`src/rtl/im_cache_dm.sv`:
```
// Read-only direct-mapped instruction cache with multi-word lines and burst refill.
// Latency: hits are combinational; a miss costs NWORDS+1 cycles minimum (one per beat, plus start).
// Backpressure: mem_rdy low stalls the refill with mem_addr held; busy reports an active fill.
module im_cache_dm #(
  parameter int NBLOCKS = 4,
  parameter int NWORDS  = 4
) (
  input  logic        clk,
  input  logic        reset,
  input  logic [31:0] addr,
  input  logic        flush,
  output logic        hit,
  output logic [31:0] data,
  output logic        busy,
  output logic        mem_req,
  output logic [31:0] mem_addr,
  input  logic        mem_rdy,
  input  logic [31:0] mem_data,
  output logic [15:0] miss_cnt
);

  localparam int IDX_W  = $clog2(NBLOCKS);
  localparam int OFF_W  = $clog2(NWORDS);
  // Offset/beat storage needs at least one bit even for single-word lines.
  localparam int OFF_WS = (OFF_W == 0) ? 1 : OFF_W;
  localparam int TAG_W  = 30 - IDX_W - OFF_W;

  typedef enum logic {IDLE, FILL} state_t;

  state_t             state;
  logic [IDX_W-1:0]   idx;
  logic [TAG_W-1:0]   tag;
  logic [OFF_WS-1:0]  off;
  logic [IDX_W-1:0]   fidx;
  logic [TAG_W-1:0]   ftag;
  logic [OFF_WS-1:0]  beat;
  logic               last_beat;

  logic [NBLOCKS-1:0] valid;
  logic [TAG_W-1:0]   tag_ram  [NBLOCKS];
  logic [31:0]        line_ram [NBLOCKS][NWORDS];

  // Byte offset bits carry no meaning for word fetches.
  logic unused_addr_bits;
  assign unused_addr_bits = &{1'b0, addr[1:0]};

  assign idx = addr[2+OFF_W +: IDX_W];
  assign tag = addr[31 -: TAG_W];

  // Single-word lines have no offset field in the address.
  generate
    if (OFF_W == 0) begin : g_no_off
      assign off = '0;
    end else begin : g_off
      assign off = addr[2 +: OFF_W];
    end
  endgenerate

  assign last_beat = (beat == OFF_WS'(NWORDS - 1));

  // Lookup on the live address; a line being refilled has its valid bit cleared.
  always_comb begin
    hit  = valid[idx] && (tag_ram[idx] == tag);
    data = hit ? line_ram[idx][off] : 32'd0;
  end

  // Refill FSM, valid bits and miss counter; flush overrides any install or fill.
  always_ff @(posedge clk) begin
    if (reset) begin
      state    <= IDLE;
      valid    <= '0;
      mem_req  <= 1'b0;
      mem_addr <= 32'd0;
      busy     <= 1'b0;
      miss_cnt <= 16'd0;
      fidx     <= '0;
      ftag     <= '0;
      beat     <= '0;
    end else begin
      case (state)
        IDLE: begin
          if (flush) begin
            valid <= '0;
          end else if (!hit) begin
            fidx       <= idx;
            ftag       <= tag;
            beat       <= '0;
            valid[idx] <= 1'b0;
            state      <= FILL;
            mem_req    <= 1'b1;
            busy       <= 1'b1;
            // Fill always starts at word 0 of the line.
            mem_addr   <= 32'({tag, idx, 2'b00}) << OFF_W;
            if (miss_cnt != 16'hFFFF) miss_cnt <= miss_cnt + 16'd1;
          end
        end
        FILL: begin
          if (flush) begin
            valid   <= '0;
            state   <= IDLE;
            mem_req <= 1'b0;
            busy    <= 1'b0;
          end else if (mem_rdy) begin
            beat <= beat + 1'b1;
            if (last_beat) begin
              valid[fidx] <= 1'b1;
              state       <= IDLE;
              mem_req     <= 1'b0;
              busy        <= 1'b0;
            end else begin
              mem_addr <= mem_addr + 32'd4;
            end
          end
        end
        default: state <= IDLE;
      endcase
    end
  end

  // Line data and tag capture for each accepted beat of a fill that is not being aborted.
  always_ff @(posedge clk) begin
    if (!reset && state == FILL && mem_rdy && !flush) begin
      line_ram[fidx][beat] <= mem_data;
      if (last_beat) tag_ram[fidx] <= ftag;
    end
  end

endmodule
```
`config.mk`:
```
export PLATFORM = sky130hd
export DESIGN_NAME = im_cache_dm
export DESIGN_NICKNAME = d
export VERILOG_FILES = /design/src/rtl/im_cache_dm.sv
export SDC_FILE = /design/constraint.sdc
export NUM_CORES = 1
export LEC_CHECK = 0
export ABC_CLOCK_PERIOD_IN_PS = 9000
export CAP_MARGIN = 20
export CORE_MARGIN = 2
export CORE_UTILIZATION = 60
export CTS_CLUSTER_DIAMETER = 150
export DETAILED_ROUTE_END_ITERATION = 8
export GPL_TIMING_DRIVEN = 1
export HOLD_SLACK_MARGIN = 0.06
export PLACE_DENSITY = 0.89
export SETUP_SLACK_MARGIN = 0.3
export SLEW_MARGIN = 0
export SYNTH_ARGS = -nofsm -noshare
export SYNTH_HDL_FRONTEND = slang
export SYNTH_SLANG_ARGS = --single-unit
export TNS_END_PERCENT = 30
```
`constraint.sdc`:
```
create_clock -name clk -period 9 [get_ports clk]
set_clock_uncertainty 0.2 [all_clocks]
set_input_delay 1.8 -clock clk [delete_from_list [all_inputs] [get_ports clk]]
set_output_delay 1.8 -clock clk [all_outputs]
set_load 0.01 [all_outputs]
```
Yosys cells after proc, flatten, opt, wreduce, memory -nomap -nowiden
Memories as Yosys holds them, arrays and structs flattened.
Cells that the tools add are included.
W data, S select, Z words.
{ "op_classes": {"n_lt_le_gt_ge": 7, "muxes": 46, "eq_ne": 11, "n_bitwise": 8, "addsub": 3, "n_reduce_logical": 15} }
{ "ops": {"columns": ["cell", "count"], "rows": [
  ["$mux W32", 9],
  ["$mux W128", 1],
  ["$bmux W32 S2", 1],
  ["$demux W32 S2", 1],
  ["$pmux W32 S2", 1],
  ["$add A32 B3 Y32 const B", 1],
  ["$eq A26 B26 Y1", 1],
  ["$mux W4", 5],
  ["$mux W1", 17],
  ["$add A16 B1 Y16 const B", 1],
  ["$ne A16 B16 Y1 const B", 1],
  ["$reduce_and A4 Y1", 3],
  ["$ne A2 B2 Y1 const B", 5],
  ["$mux W2", 4],
  ["$pmux W4 S2", 1],
  ["$logic_and A1 B1 Y1", 7],
  ["$ge A3 B3 Y1 const B", 2],
  ["$lt A2 B3 Y1 const B", 2],
  ["$ne A3 B3 Y1 const B", 2],
  ["$not A2 Y3", 2],
  ["$reduce_and A3 Y1", 2],
  ["$reduce_and A5 Y1", 1],
  ["$and A4 B4 Y4", 1],
  ["$demux W1 S2", 2],
  ["other kinds (12)", 17]
]} }
{ "word_totals": {"ram_bits": 616, "out_inout_bits": 83, "elab_cells": 100, "register_bits": 84, "mem_count": 2, "input_bits": 68} }
{ "mem_list": {"columns": ["name", "depth", "width", "read_ports", "rd_ports_with_merged_regs", "wr", "line_no", "text"], "rows": [
  ["line_ram", 4, 128, 1, 0, 1, "41", "logic [31:0] line_ram [NBLOCKS][NWORDS];"],
  ["tag_ram", 4, 26, 1, 0, 1, "40", "logic [TAG_W-1:0] tag_ram [NBLOCKS];"]
]} }

Depth between registers and ports, before layout
{ "logic_depth": {"ltp_word": 9, "ltp_mapped": 13, "depth_no_buf": 8} }

Worst setup path after synthesis
No wires, ideal clock.
{ "synth_path": {"kind": "input to register", "startpoint": "input port flush", "endpoint": "memory line_ram[0][0] in the netlist's numbering (enable)", "setup_time_ns": 0.545, "required_ns": 8.255, "t_arrival_ns": 6.588, "cell_stages": 5, "path_buffers": 1, "path_slack_ns": 1.667, "cell_sequence": "buf_1 -> or2_2 -> nor2_1 -> nand2_1 -> nor3_1"} }
{ "synth_between": {"elab_chain_cells": 4} }
{ "synth_lines": {"columns": ["item", "line_no", "text"], "rows": [
  ["start: declaration", "11", "input logic flush,"],
  ["$logic_not A1 Y1", "122", "if (!reset && state == FILL && mem_rdy && !flush) begin"],
  ["$logic_and A1 B1 Y1", "122", null],
  ["$mux W1", "122", null],
  ["$mux W128 (implied by the code)", "123", "line_ram[fidx][beat] <= mem_data;"],
  ["end: declaration", "41", null]
]} }
Every way passes these cells.

Final worst setup path
{ "layout_path": {"startpoint": "input port addr[4]", "endpoint": "output port data[15]"} }
{ "layout_between": {"elab_chain_cells": 5, "word_cells_on_any_way": 10, "cone_classes": "1 x eq/ne; 6 x mux; 1 x reduce/logical; 2 x memory"} }
{ "layout_lines": {"columns": ["item", "line_no", "text"], "rows": [
  ["start: declaration", "10", "input logic [31:0] addr,"],
  ["$mem_v2 Z4 W128", null, null],
  ["$bmux W32 S2", "64", "data = hit ? line_ram[idx][off] : 32'd0;"],
  ["$mux W32 (implied by the code) (2 in series)", "64", null],
  ["$mux W32 (*)", "64", null],
  ["end: declaration", "13", "output logic [31:0] data,"]
]} }
Mark *: on every way between the ends. The rest lies on a longest branch, timed or not. The select of a mux whose other input is x is not followed.

==> metrics list <==
- Pre-Repair DR Iteration Count: 6
- Worst Path Class, Setup: primary input to output pin
- Wire length per cell: 31.21 um
- The worst path needs 7.536 ns of the cycle, external delays included.
* DP Cell Count: 2,211
* CTS tree: done
- Post-Place Setup Slack: 1.474 ns
- Buffers inserted during clock tree synthesis total 69.
- Number of placed I/O pins: 151
- The min-delay analysis places its worst path in the category flip-flop to flip-flop.
- Data arrival time of the worst path: 5.54 ns
* Outcome: complete, no violations
- Count of distinct cell types in the synthesized netlist: 69
- Critical path's slowest cell: sky130_fd_sc_hd__buf_8
- Reported max-cap violation count: 0
- The worst setup path is captured at an output pin.
- Total track usage: 0.3111
- Walking the worst path, the cells encountered are buf_8 > mux2i_1 > o21ai_0 > or4_1 > a221oi_2 > nand4_4 > clkinv_2 > and2_1 > clkdlybuf4s50_1.
- Maximum number of pins on one net before global-route repair: 96
* Maximum count of clock buffers along a single path: 3
- Largest stage delay on the critical path: 0.60 ns
* DP HPWL: 37,580 um
- The number of global-route vias before repair came to 16,430.
- IR Drop Worst-Case VDD: 0.2267 mV
- Cell count after synthesis: 1,521
* Wirelength, routed: 72,970 um
* Maximum net fanout on the critical path: 83
- STA classifies the critical path startpoint as a primary input.
- Power spread over the standard cell area amounts to 209.8 mW/mm^2.
- Cts-stage hold buffer count: 0
- For this block, the via count after detailed routing is 16,150.
- Setup violations remaining at the end of the flow were counted as 0.
- After detailed routing, the number of remaining DRC violations is 0.
- Of the synthesized area, sequential elements account for 0.7198.
* Final Worst Setup Slack: 1.464 ns
- In the synthesized netlist the dominant register cell turns out to be sky130_fd_sc_hd__edfxtp_1.
- Gates resized during post-CTS repair numbered 0.
- Buffer type at the clock tree root: sky130_fd_sc_hd__clkbuf_16
- Register area: 0.02014 sq mm
- Buffers placed on the I/O ports in this run total 146.
- The final number of hold-violating endpoints is 0.
- Share of final-layout standard cells stronger than drive strength 1: 0.2049
- Hold timing on the final database bottoms out at a slack of 0.2952 ns.
* Number of buffers inserted by post-CTS setup repair: 0
- Power comes to 6.771 mW.
- Non-filler cells in the finished layout: 2,338
- Synthesis-stage register bit count: 698
- Overflow after GRT: 0
- Clock latency on the worst-skew pair, taken at its later pin, is 0.61 ns.
- Final layout net count: 1,749
- Initial cell density of the core: 0.6048
- Clk sink count: 698
- The library cells used most frequently in the layout, excluding fill and tap cells, are sky130_fd_sc_hd__edfxtp_1 (616), sky130_fd_sc_hd__mux4_2 (176), sky130_fd_sc_hd__clkdlybuf4s50_1 (141).
* Required time worst endpoint: 7.00 ns
- Upper clock frequency limit: 132.7 MHz
- In this run the static leakage power is 10.24 nW.
- The first global-routing pass estimated 107,600 um of wire.
- Row cnt: 79
- The floorplan step defined a core boundary enclosing 0.04626 sq mm.
- Count of final max-slew check failures: 0
* Worst-path clk slew: 0.06 ns
* Portion of the clock cycle consumed by the worst path in the final layout: 0.8374
* Worst slew pin tran: 1.173 ns
* Most common cell after layout, fill and taps aside: sky130_fd_sc_hd__edfxtp_1
- Async set-reset flop share out of synthesis: 0
- Initial DRC Count: 2,420
- Antenna Violating Nets Remaining: 0
- Setup TNS after final layout: 0 ns
* Final weighted congestion in routability-driven placement: 0.9472
- Relative max-transition margin: 0.2183
- Area of the multi-input gates: 0.007490 sq mm
- In this design, the largest share of critical-path delay is due to buffers and inverters.
* Total die area: 0.04837 sq mm
- Counting the fill cells in the layout gives 2,683.
- The die is 219.9 um wide.
* Count of synthesis-stage warnings from yosys: 0
- Post-Syn Area per Cell: 18.39 sq um
- Relative to the synthesized area, the layout overhead comes to 15.36%.
- The number of antenna violations at the first check in global routing came to 6.
* Post-synthesis cell area: 0.02798 sq mm
- The number of buffers and inverters on the critical path is 3.
* Maximum level of the CTS H-tree: 3
- Ratio of routed vias to standard cells: 6.905
* Die height: 219.9 um
- Counting flops with a built-in enable in the synthesized netlist gives 616.
* Unrepaired setup endpoints after global routing: false
-- through the flow --
stage,utilization,area [sq um]
detailed placement,0.6500,30070
floorplan,-,27980
global route,0.6976,32270
global placement,0.6500,30070
finish,0.6977,32270
CTS,0.6975,32270
-- final timing paths --
path	from	end	slack, ns	cells after the start
max	addr[4]	data[15]	1.46	9
min	ftag[9]$_SDFFE_PP0P_	tag_ram[2][9]$_DFFE_PP_	0.30	0
max reg2reg	state$_SDFF_PP0_	tag_ram[2][22]$_DFFE_PP_	4.70	6
min reg2reg	ftag[9]$_SDFFE_PP0P_	tag_ram[2][9]$_DFFE_PP_	0.30	0
-- state kept, by name, summed over array words and instances, names as in the netlist --
name,flops
beat,2
fidx,2
ftag,26
line_ram,512
mem_addr,30
mem_req,1
miss_cnt,16
state,1
tag_ram,104
valid,4
-- synth_stat cells (7+ instances only) --
library cell	n	area share
sky130_fd_sc_hd__o22ai_1	19	0.0042
sky130_fd_sc_hd__clkbuf_1	46	0.0062
sky130_fd_sc_hd__edfxtp_1	616	0.66
sky130_fd_sc_hd__a31oi_1	7	0.0016
sky130_fd_sc_hd__mux4_2	176	0.14
sky130_fd_sc_hd__xor2_1	9	0.0028
sky130_fd_sc_hd__nor2_1	53	0.0071
sky130_fd_sc_hd__mux2i_1	26	0.0093
sky130_fd_sc_hd__xnor2_1	23	0.0072
sky130_fd_sc_hd__nand3_1	50	0.0089
sky130_fd_sc_hd__nand4_1	12	0.0027
sky130_fd_sc_hd__nor4_1	15	0.0034
sky130_fd_sc_hd__and3_1	7	0.0016
sky130_fd_sc_hd__nand2_1	48	0.0064
sky130_fd_sc_hd__buf_1	13	0.0017
sky130_fd_sc_hd__nor2b_1	14	0.0031
sky130_fd_sc_hd__o21ai_0	44	0.0079
sky130_fd_sc_hd__buf_2	14	0.0025
sky130_fd_sc_hd__nor3_1	21	0.0038
sky130_fd_sc_hd__a21oi_1	60	0.011
sky130_fd_sc_hd__inv_1	9	0.0012
sky130_fd_sc_hd__mux2_2	13	0.0052
sky130_fd_sc_hd__dfxtp_1	82	0.059
sky130_fd_sc_hd__and2_1	36	0.0080
-- where the power goes --
part           total, mW  internal (mW)  leakage (nW)  switching [mW]
clock network       2.86           1.61          1.07            1.25
registers           3.56           3.54          6.26          0.0264
logic              0.344          0.154          2.90           0.191
-- cell families (layout without fill, tap and decap cells) --
logic type,Yosys count,after routing,share of synthesized area
mux,215,215,0.1562
fa+ha+maj,6,6,0.002683
simple gates,289,289,0.05429
xor+xnor,32,32,0.01002
other cells,1,5,0.0001340
compound gates,180,180,0.04020
flops,698,698,0.7198
buf+inv,100,306,0.01664
-- routing by layer --
metal | vias up | track usage | share of wire
li1 | 6502 | - | -
met1 | 8185 | 0.4006 | 0.34
met2 | 1221 | 0.5160 | 0.51
met3 | 235 | 0.06308 | 0.11
met4 | 2 | 0.1430 | 0.043
met5 | - | 0 | 0.00018
-- layout make-up --
type,count,area share
Tap cell,607,0.02353
Sequential cell,698,0.6240
Inverter,12,0.001434
Multi-Input combinational cell,724,0.2321
Timing Repair Buffer,170,0.05059
Clock buffer,84,0.05590
Clock inverter,40,0.01225
Antenna cell,3,0.0002326
Power figures use the tool's default switching activity.
